$ cat config.mk
export PLATFORM = sky130hd
export DESIGN_NAME = mux7_rr_scheduler
export DESIGN_NICKNAME = d
export VERILOG_FILES = /design/src/rtl/mux7_rr_scheduler.sv
export SDC_FILE = /design/constraint.sdc
export NUM_CORES = 1
export LEC_CHECK = 0
export ABC_AREA = 0
export BUFFER_PORTS_ARGS = -buffer_cell sky130_fd_sc_hd__buf_4
export CORE_MARGIN = 5
export CORE_UTILIZATION = 55
export DETAILED_ROUTE_END_ITERATION = 16
export PLACE_DENSITY = 0.76
export SLEW_MARGIN = 10
export SYNTH_ARGS = -nofsm -noshare
export SYNTH_HDL_FRONTEND = slang
export SYNTH_SLANG_ARGS = --single-unit
$ cat constraint.sdc
create_clock -name clk -period 5.96 [get_ports clk]
set_input_delay 1.192 -clock clk [delete_from_list [all_inputs] [get_ports clk]]
set_output_delay 1.192 -clock clk [all_outputs]
set_load 0.02 [all_outputs]
$ cat src/rtl/mux7_rr_scheduler.sv
// Round-robin scheduler that owns the select of a 7:1 data mux: one requester at a
// time gets a bounded burst, followed by an optional guard gap before re-arbitration.
module mux7_rr_scheduler #(
  parameter int HOLD_CYCLES = 4,
  parameter int GAP_CYCLES  = 1
) (
  input  logic       clk,
  input  logic       rst_n,
  input  logic       enable,
  input  logic [6:0] req,
  input  logic       release_i,
  output logic [6:0] gnt,
  output logic [2:0] sel,
  output logic       sel_valid,
  output logic       busy
);

  localparam logic [1:0] ST_IDLE  = 2'd0;
  localparam logic [1:0] ST_GRANT = 2'd1;
  localparam logic [1:0] ST_GAP   = 2'd2;

  logic [1:0] state;
  logic [2:0] last_ptr;
  logic [3:0] hold_cnt;
  logic [3:0] gap_cnt;

  logic       found;
  logic [2:0] winner;
  logic [3:0] probe;
  logic       burst_end;

  // Search upward from last_ptr+1 (mod 7); scanning farthest-first lets the nearest hit win.
  // NOTE: every variable gets a default before the loop so no path leaves it unassigned, which would infer a latch.
  always_comb begin
    found  = 1'b0;
    winner = last_ptr;
    probe  = '0;
    for (int k = 7; k >= 1; k--) begin
      probe = {1'b0, last_ptr} + 4'(k);
      if (probe >= 4'd7) probe = probe - 4'd7;
      if (req[probe[2:0]]) begin
        found  = 1'b1;
        winner = probe[2:0];
      end
    end
  end

  assign burst_end = (hold_cnt == 4'(HOLD_CYCLES)) || release_i || !req[sel];
  assign busy      = (state != ST_IDLE);

  // NOTE: sequential state uses non-blocking assignments so every register samples pre-edge values.
  always_ff @(posedge clk or negedge rst_n) begin
    if (!rst_n) begin
      state     <= ST_IDLE;
      gnt       <= '0;
      sel       <= '0;
      sel_valid <= 1'b0;
      last_ptr  <= 3'd6;
      hold_cnt  <= '0;
      gap_cnt   <= '0;
    end else begin
      case (state)
        ST_IDLE: begin
          if (enable && found) begin
            state     <= ST_GRANT;
            gnt       <= 7'(1) << winner;
            sel       <= winner;
            sel_valid <= 1'b1;
            last_ptr  <= winner;
            hold_cnt  <= 4'd1;
          end
        end
        ST_GRANT: begin
          if (burst_end) begin
            // sel is left untouched so the mux select never glitches on exit.
            gnt       <= '0;
            sel_valid <= 1'b0;
            hold_cnt  <= '0;
            if (GAP_CYCLES == 0) begin
              state <= ST_IDLE;
            end else begin
              state   <= ST_GAP;
              gap_cnt <= 4'd1;
            end
          end else begin
            hold_cnt <= hold_cnt + 4'd1;
          end
        end
        ST_GAP: begin
          if (gap_cnt == 4'(GAP_CYCLES)) begin
            state   <= ST_IDLE;
            gap_cnt <= '0;
          end else begin
            gap_cnt <= gap_cnt + 4'd1;
          end
        end
        default: state <= ST_IDLE;
      endcase
    end
  end

endmodule

---- Yosys cells after proc, flatten, opt, wreduce, memory -nomap -nowiden ----
Index checks and enable logic that the tools add are counted.
word-level totals
  word-level logic and storage cells ...... 112
  input bits .............................. 11
  register bits after elaboration ......... 24
cells by class
  muxes and demuxes ....................... 53
  shifts and indexed selects .............. 1
  add/subtract/negate cells ............... 16
  magnitude comparators ................... 15
  reduce and logical (&&, ||, !) cells .... 13
  equal/unequal tests ..................... 7
operators by type and width
  cell                                                         number
  2-to-1 mux 3 bit                                             14
  less-than comparator 3 x 4 -> 1 bit (second input constant)  8
  >= comparator 4 x 3 -> 1 bit (second input constant)         7
  binary-select mux 1 bit (select 3 bit)                       8
  subtractor 3 bit (second input constant)                     7
  2-to-1 mux 1 bit                                             17
  adder 3 x 3 -> 4 bit (second input constant)                 4
  2-to-1 mux 4 bit                                             4
  one-hot mux 4 bit (2 select lines)                           2
  2-to-1 mux 7 bit                                             2
  one-hot mux 7 bit (2 select lines)                           1
  adder 3 x 2 -> 4 bit (second input constant)                 2
  adder 4 x 1 -> 4 bit (second input constant)                 2
  left shift 1 x 3 -> 7 bit (first input constant)             1
  2-to-1 mux 2 bit                                             3
  != test 2 bit (second input constant)                        3
  one-hot mux 2 bit (3 select lines)                           1
  AND reduction 2 bit                                          3
  AND reduction 3 bit                                          2
  nonzero test 2 bit                                           3
  adder 3 x 1 -> 4 bit (second input constant)                 1
  equality test 4 x 1 -> 1 bit (second input constant)         1
  equality test 4 x 3 -> 1 bit (second input constant)         1
  equality test 2 x 1 -> 1 bit (second input constant)         1
  other kinds (6)                                              7

---- Depth between registers and ports, before layout ----
  word-level depth ........................ 15
  mapped depth ............................ 18
  depth with buffers taken out ............ 13

---- Least setup slack after synthesis ----
No wires, ideal clock.
  kind .................................... register -> register
  start ................................... register last_ptr[1]
  end ..................................... register gnt[0]
  data required time ...................... 5.864 ns
  stages on the path, launching flop included .. 19
  library setup time ...................... 0.096 ns
  data arrival time ....................... 3.452 ns
  path slack .............................. 2.412 ns
  path buffers ............................ 5
  path through ............................ dfstp_2 -> buf_4 -> buf_6 -> inv_2 -> ha_1 -> inv_1 -> fa_1 -> buf_1 -> mux2i_1 -> mux2i_1 -> a211oi_2 -> nand2b_1 -> clkbuf_1 -> nor3_1 -> nand4_1 -> nand3_2 -> or3_1 -> buf_6 -> o31ai_1
between the ends
  cells in the longest elaborated chain, start to end .. 15
  elaborated cells on any way between the ends .. 62
  those cells by class .................... add/sub (14); order compare (7); eq/ne (1); shift (1); mux (37); reduce/logical (2)
RTL lines
  element                                                                    line    RTL
  start, declared                                                            23      logic [2:0] last_ptr;
  start signal, assigned                                                     69      last_ptr <= winner;
  adder 3 x 3 -> 4 bit                                                       39      probe = {1'b0, last_ptr} + 4'(k);
  >= comparator 4 x 3 -> 1 bit or subtractor 3 bit (tied branches)           40      if (probe >= 4'd7) probe = probe - 4'd7;
  2-to-1 mux 3 bit                                                           40
  binary-select mux 1 bit (select 3 bit)                                     41      if (req[probe[2:0]]) begin
  2-to-1 mux 1 bit (implied by the code)                                     41
  2-to-1 mux 3 bit or 2-to-1 mux 1 bit (tied branches) (7 in a row)          41
  left shift 1 x 3 -> 7 bit or logical AND 1 bit (tied branches)             66, 64
  2-to-1 mux 7 bit or != test 2 bit (tied branches)                          n/a
  one-hot mux 7 bit (2 select lines) or AND reduction 3 bit (tied branches)  n/a
  end signal, assigned                                                       66      gnt <= 7'(1) << winner;
  end, declared                                                              12      output logic [6:0] gnt,
Several ways; a longest one is shown, not always the timed one. The select of a mux whose other input is x is not followed.
A chain may end at the register's enable or synchronous reset.

---- Worst setup path in the final report ----
  start ................................... register last_ptr[1]
  end ..................................... register gnt[2]
The elaborated chain is that of the path after synthesis.

==> impl_metrics.tcl <==
set metrics [dict create \
    finalWirelength_um 8320 \
    reg2reg_from "last_ptr[1]" \
    grt_pass1_vias 2703 \
    initial_core_util 0.575 \
    fin_setup_tns_ps 0 \
    max_slew_margin 0.442 \
    max_stage_delay_ps 880 \
    diodes 0 \
    num-nets-final 402 \
    post-cts-setup-buffers 0 \
    track_usage 0.239 \
    synth_compound_area_frac 0.300 \
    synth_seq_cells 23 \
    status "complete, no violations" \
    min_period_over_period 0.782 \
    synthAdderAreaFrac 0.0693 \
    synth_area_leaders "dfrtp_1 (18%), mux2i_1 (6.7%), ha_1 (6.3%)" \
    ys_seq_area_frac 0.193 \
    syn_area_mm2 0.00300 \
    synth_top_cell_by_area "dfrtp_1" \
    yosys.area_share.simple 0.223 \
    die_area_mm2 0.00702 \
    antenna_found_initial 0 \
    crit_fanout 23 \
    place_ws_ps 1440 \
    portBuffers 22 \
    hold_violations 0 \
    ant_nets 0 \
    ys_warn_count 0 \
    coreArea_mm2 0.00520 \
    die_h_um 83.8 \
    drive_above_1_share 0.142 \
    dr.pass1.iters 5 \
    num_rows 26 \
    synth_edf_count 0 \
    clock_latency_ps 270 \
    synth_ff_type "dfrtp_1" \
    cts_root_buf "clkbuf_8" \
    drtIter0Drc 254 \
    cts_made_buffers 3 \
    muxShareOfSynthArea 0.0894 \
    vias_per_cell 6.50 \
    skew_ps 8.07 \
    cp_cell_sequence "inv_2 > ha_1 > mux2i_1 > a2111oi_2 > a311oi_1 > a211oi_2 > nor3_1 > nand4_1 > nand3_2 > or3_1 > o31ai_1" \
    crit_slowest_cell "ha_1" \
    vias 2884 \
    worst_pin_slew_ps 838 \
    grt_max_degree 50 \
    path_class "register to register" \
    cap_violations 0 \
    hp-start "gap_cnt[3]" \
    syn_nets 408 \
    cts.sinks 23 \
    regToRegEndpoint "gnt[2]" \
    synth_top_area_share 0.175 \
    crit_path_end_kind "register" \
    layout_commonest_cell "nand2_1" \
    synth_top_family_by_area "compound AO/OA/AOI/OAI gates" \
    hold_end "gap_cnt[3]" \
    h-tree-depth 1 \
    synthXorXnorAreaFrac 0.0317 \
    crit_path_start_kind "register" \
    rsz0062_at_grt "false" \
    worst_r2r_path_depth 11 \
    drc 0 \
    place_congestion 0.934 \
    arrival_ps 4830 \
    synthArstFlopShare 1.00 \
    cts_resized 0 \
    required_ps 6130 \
    mostFrequentLayoutCells "nand2_1 (32), buf_4 (24), nor2_1 (23), o21ai_0 (23), dfrtp_1 (21)" \
    cts_tree "done" \
    grt_first_pass_wirelength_um 13800 \
    holdBufCountCts 0 \
    area_growth_pct 3.88 \
    synth_area_per_cell_um2 7.86 \
    regToRegSetupSlack_ps 1300 \
    dieWidth_um 83.8 \
    syn_inst 381 \
    fmax_mhz 214 \
    drv_slew 0 \
    dp_hpwl_um 6030 \
    fin_crit_ps 4660 \
    yosys.cell_types.count 77 \
    hp-class "register to register" \
    n_fill_cell 499 \
    io_pins 23 \
    wl_per_cell_um 18.7 \
    clockBufferDepth 2 \
    grt_overflow 0 \
    finalSetupViolCount 0 \
    hold_path_depth 1 \
    fin_ws_ps 1300 \
    clk_pin_slew_worst_paths_ps 80 \
]
## cell type report
type,instances,area (um2),area share
sequential,23,578,0.186
timing repair buffer,24,180,0.0579
multi-input combinational,301,2140,0.687
clock buffer,4,45.0,0.0145
inverter,22,82.6,0.0265
tap,70,87.6,0.0281
## through the flow
stage,cell area (um2),utilization,instances,hold WS (ps)
global route,3110,0.598,444,502
detailed placement,3070,0.589,440,470
finish,3110,0.598,444,487
global placement,3070,0.589,440,465
CTS,3110,0.598,444,487
floorplan,3000,-,381,446
## synth_stat cells (3+ instances only)
cell type,n
or3_1,5
o31ai_1,10
nand2_1,32
inv_1,20
a211oi_2,3
and3_1,5
nor2_1,23
mux2i_1,20
a211oi_1,6
nor3_1,6
xnor2_1,6
nand3_1,19
buf_2,18
o21ai_0,23
a21oi_1,20
o221ai_1,3
clkbuf_1,8
nand2b_1,9
o21a_1,4
a21boi_0,3
nand3b_1,3
a22oi_1,4
nor2b_1,11
dfrtp_1,21
xor2_1,3
a221oi_1,3
buf_6,4
buf_4,3
o211ai_1,5
o31a_1,3
a31oi_1,4
ha_1,15
## cell families after synthesis
logic type / after synthesis
fa+ha+maj: 16
flops: 23
mux: 24
xor+xnor: 10
buf+inv: 57
simple gates: 129
compound gates: 122
## critical path, delay by kind of cell, from the launching register on
family	cells	cell delay (ps)
fa+ha+maj	1	880
mux	1	230
flops	1	810
compound gates	4	1270
simple gates	4	1170
buf+inv	1	180
## routing by layer
metal / global-route usage / wire length (um)
met1: 0.342 / 3770
met2: 0.375 / 3890
met3: 0.0405 / 513
met4: 0.0512 / 150
met5: 0 / 0
## registers in the layout, summed over array words and instances (netlist names)
name and flops:
hold_cnt 4, state 2, last_ptr 2, sel_valid 1, sel 3, gap_cnt 4, gnt 7
## worst max path at each step
stage,from,to,depth (start not counted)
floorplan,last_ptr[1],gnt[0],18
global placement,last_ptr[1],gnt[1],11
detailed placement,last_ptr[1],gnt[2],11
CTS,last_ptr[1],gnt[2],11
global route,last_ptr[1],gnt[2],11
finish,last_ptr[1],gnt[2],11
Power is not shown: default switching activity piles up to over one toggle a cycle in this logic, so the estimate is an artifact.
